File: src/rtl/io_out_fifo.sv
`default_nettype none
// +--------------------------------------------------------------------------+
// | io_out_fifo : tagged first-word-fall-through output buffer, CPU -> device |
// | Revision    : 1.0                                                          |
// +--------------------------------------------------------------------------+
module io_out_fifo #(
  parameter int         DEPTH            = 8,
  parameter int         WIDTH            = 8,
  parameter logic [7:0] STATE_MOUT_STORE = 8'h0C,
  parameter logic [7:0] STATE_ROUT_STORE = 8'h0D
) (
  input  logic                       clk,
  input  logic                       reset,
  input  logic [7:0]                 state,
  input  logic [WIDTH-1:0]           bus_in,
  input  logic                       out_ready,
  input  logic                       ovf_clr,
  output logic [WIDTH-1:0]           out_data,
  output logic                       out_src,
  output logic                       out_valid,
  output logic                       full,
  output logic                       empty,
  output logic [$clog2(DEPTH+1)-1:0] count,
  output logic                       overflow
);

  localparam int PW = $clog2(DEPTH);
  localparam int CW = $clog2(DEPTH+1);
  localparam logic [CW-1:0] FULL_CNT = CW'(DEPTH);

  // Each entry holds {source tag, data}; the tag is the MSB.
  logic [WIDTH:0]  mem_q [DEPTH];
  logic [PW-1:0]   wp_q, wp_d;
  logic [PW-1:0]   rp_q, rp_d;
  logic [CW-1:0]   count_q, count_d;
  logic            ovf_q, ovf_d;

  logic            wr, rd, wr_acc, tag;

  always_comb begin
    wr      = (state == STATE_MOUT_STORE) || (state == STATE_ROUT_STORE);
    tag     = (state == STATE_ROUT_STORE);
    rd      = (count_q != '0) && out_ready;
    // A full buffer still accepts a write when the head leaves in the same cycle.
    wr_acc  = wr && ((count_q != FULL_CNT) || rd);

    wp_d    = wp_q;
    rp_d    = rp_q;
    count_d = count_q;
    ovf_d   = ovf_q;

    if (wr_acc) wp_d = wp_q + 1'b1;
    if (rd)     rp_d = rp_q + 1'b1;

    case ({wr_acc, rd})
      2'b10:   count_d = count_q + 1'b1;
      2'b01:   count_d = count_q - 1'b1;
      default: count_d = count_q;
    endcase

    if (wr && !wr_acc) ovf_d = 1'b1;
    else if (ovf_clr)  ovf_d = 1'b0;
  end

  always_ff @(posedge clk or posedge reset) begin
    if (reset) begin
      wp_q    <= '0;
      rp_q    <= '0;
      count_q <= '0;
      ovf_q   <= 1'b0;
    end else begin
      wp_q    <= wp_d;
      rp_q    <= rp_d;
      count_q <= count_d;
      ovf_q   <= ovf_d;
    end
  end

  always_ff @(posedge clk) begin
    if (wr_acc) mem_q[wp_q] <= {tag, bus_in};
  end

  assign out_valid = (count_q != '0);
  assign empty     = (count_q == '0);
  assign full      = (count_q == FULL_CNT);
  assign count     = count_q;
  assign overflow  = ovf_q;
  assign out_data  = out_valid ? mem_q[rp_q][WIDTH-1:0] : '0;
  assign out_src   = out_valid ? mem_q[rp_q][WIDTH]     : 1'b0;

endmodule
`default_nettype wire

File: config.mk
export PLATFORM = sky130hd
export DESIGN_NAME = io_out_fifo
export DESIGN_NICKNAME = d
export VERILOG_FILES = /design/src/rtl/io_out_fifo.sv
export SDC_FILE = /design/constraint.sdc
export NUM_CORES = 1
export LEC_CHECK = 0
export CAP_MARGIN = 40
export CORE_MARGIN = 1.5
export CORE_UTILIZATION = 55
export DETAILED_ROUTE_END_ITERATION = 8
export GPL_TIMING_DRIVEN = 1
export PLACE_DENSITY = 0.86
export SYNTH_ARGS = -nofsm -noshare
export SYNTH_HDL_FRONTEND = slang
export SYNTH_SLANG_ARGS = --single-unit
File: constraint.sdc
create_clock -name clk -period 2.9 [get_ports clk]
set_input_delay 0.435 -clock clk [delete_from_list [all_inputs] [get_ports clk]]
set_output_delay 0.435 -clock clk [all_outputs]
set_load 0.02 [all_outputs]
==> flow_summary.yaml <==
worst_setup_path:
  crit_type: "reg2out"
  crit_fanout: 12
  rrSetupSlack_ns: 0.39
  setup.worst_path.end_class: "primary output"
  start_kind: "flip-flop"
  crit_start: "rp_q[0]$_DFFE_PP0P_"
  worst_ep_required_time_ns: 2.47
  arrival_ns: 2.29
  reg2regPathDepth: 8
  worstReg2RegStart: "count[0]$_DFFE_PP0P_"
  worstReg2RegEnd: "count[3]$_DFFE_PP0P_"
sta:
  clock.fmax_ghz: 0.368
  setup-tns-final_ns: 0
  min_period_ns: 2.72
  rsz0062_at_grt: "false"
  fin_crit_sh: 0.938
  final_max_slew_viol_count: 0
  relSlewSlack: 0.589
  setup_viol: 0
  hold_viol: 0
  clock_skew_ns: 0.00626
  tightest_slew_ns: 0.617
status:
  status: "finished, final reports clean"
logic_synthesis:
  synthCells: 178
  synthTopCellsByArea: "edfxtp_1, mux4_2, dfrtp_1"
  ys_warn_count: 0
  yosysTopAreaCell: "edfxtp_1"
  avgSynthCellArea_um2: 19.2
  syn_nets: 203
  ys_ff_latch: 83
  synth_cell_type_count: 33
  syn_area_um2: 3420
  yosysSeqAreaShare: 0.712
  synth_top_area_share: 0.631
grt:
  grtUsageTotal: 0.221
  antenna_found_initial: 0
  first_global_vias: 1895
  grt_overflow_total: 0
  grt_max_degree: 21
  grt_first_pass_wirelength_mm: 9.87
routing:
  drt_iter0_markers: 118
  drcViolationCount: 0
  drt_pass1_iterations: 5
  wirelength_mm: 6.24
  vias: 1813
  viasPerCell: 5.63
  wl_per_cell_um: 19.4
  ant_nets: 0
die:
  placement_rows: 28
  die-area_um2: 6710
  start_util: 0.575
  die_h_um: 81.9
  die_width_um: 81.9
  coreArea_um2: 5960
  ios: 37
clock_network:
  cts-root-buf: "clkbuf_8"
  clock-sinks: 83
  cts_inserted_buffers: 9
  cts_tree: "built"
  ctsLongestPathBuffers: 2
  post_cts_buffers: 0
  ctsHoldBuffers: 0
  htree_levels: 3
  clk_pin_slew_ns: 0.08
  cts_resized: 0
  clock_latency_ns: 0.35
place:
  numPortBuffers: 36
  dpl.hpwl_mm: 4.29
  dpl_cell_area_um2: 4070
  gp_congestion: 0.737
  place_inst: 306
finish:
  nNetsFinal: 267
  drive_gt1_frac: 0.291
  syn2layout_area_growth_pct: 23.4
  n_antenna_cell: 0
  final_area_um2: 4230
  final_cells: 322
  fin_util: 0.710
hold_path:
  min_path_type: "in2async"
power_and_ir_drop:
  power_frac_clock: 0.198
  p_total_w: 0.00349
  swShare: 0.323
  power_frac_seq: 0.424
  p_leak_nw: 1.51
  net-switching-power_w: 0.00113
  power_density_nw_per_um2: 825
  p_comb_frac: 0.377
  intPower_w: 0.00236
  peakVddDrop_mv: 0.543
job:
  cap_violations: 0
-- cells in the final DEF (no fill, tap or decap), drive strengths merged, types with 2 or more instances in the layout --
cell type,count
edfxtp,72
inv,10
ha,4
a21o,2
nand2,3
nor3,2
xnor2,5
and3,2
xor2,2
nor2,10
mux4,18
mux2i,11
clkbuf,10
clkinv,4
mux2,3
clkdlybuf4s50,36
clkinvlp,2
nor4b,2
buf,24
nor4,6
dfrtp,11
-- layer usage --
metal | track usage | up-vias | share of wire
li1 | - | 833 | -
met1 | 0.279 | 923 | 0.41
met2 | 0.343 | 47 | 0.52
met3 | 0.0811 | 10 | 0.048
met4 | 0.0983 | 0 | 0.017
met5 | 0 | - | 0
-- state kept, by name, summed over array words and instances, names as in the netlist --
register / cells
rp_q: 3
overflow: 1
wp_q: 3
count: 4
mem_q: 72
-- stage by stage --
step	hold slack (ns)	setup slack, ns
2_1_floorplan	0.287	0.220
3_3_place_gp	0.551	0.342
3_5_place_dp	0.567	0.277
4_1_cts	0.379	0.147
5_1_grt	0.418	0.0429
6_report	0.379	0.179
-- power groups by stage --
stage,clock (W),sequential [W],combinational [W]
global placement,0,0.00150,0.00130
global route,0.000770,0.00149,0.00142
finish,0.000692,0.00148,0.00132
detailed placement,0,0.00151,0.00133
CTS,0.000704,0.00148,0.00134
floorplan,0,0.00147,0.000863
-- area by class of cell --
class / instances / area (µm²)
clock buffer: 10 / 128
clock inverter: 6 / 32.5
fill: 394 / 1730
inverter: 10 / 37.5
multi-input combinational: 78 / 957
sequential: 83 / 2440
tap: 75 / 93.8
timing repair buffer: 60 / 541
-- worst max-delay path by stage --
stage                            endpoint  slack (ns)  depth (start not counted)
floorplan           mem_q[2][0]$_DFFE_PP_        0.22                          4
global placement     count[3]$_DFFE_PP0P_        0.34                          9
detailed placement   count[3]$_DFFE_PP0P_        0.28                          9
CTS                           out_data[2]        0.15                          5
global route                  out_data[2]        0.04                          5
finish                        out_data[6]        0.18                          5
-- cell usage after synthesis --
cell        n
a21o_1      1
a21o_2      1
a21oi_1     1
and3_1      2
and3b_1     1
buf_1       1
buf_2       2
buf_4       2
clkbuf_1    2
dfrtp_1    11
edfxtp_1   72
fa_1        1
ha_1        4
inv_1      10
mux2_2      2
mux2_4      1
mux2i_1    11
mux4_2     18
nand2_1     2
nand2_2     1
nor2_1      9
nor2_2      1
nor3_1      2
nor4_1      5
nor4_2      1
nor4b_1     2
o2111ai_2   1
o211ai_1    1
o32ai_1     1
o41ai_2     1
or4b_4      1
xnor2_1     5
xor2_1      2
-- cells by family after synthesis --
| kind of cell | count (synthesis) | share of synthesized area |
|---|---|---|
| buffers and inverters | 17 | 0.0216 |
| adder cells (fa/ha/maj) | 5 | 0.0205 |
| flip-flops | 83 | 0.712 |
| AND/OR/NAND/NOR | 27 | 0.0468 |
| XOR/XNOR | 7 | 0.0179 |
| multiplexers | 32 | 0.161 |
| AO/OA/AOI/OAI | 7 | 0.0201 |
-- critical path, cell delays in order, from the launching register on --
cell             delay [ns]
dfrtp_1                0.35
buf_4                  0.25
mux4_2                 0.52
mux2i_1                0.16
nor2_1                 0.08
clkdlybuf4s50_1        0.56
Note: power is estimated with default switching activity, not from simulation.
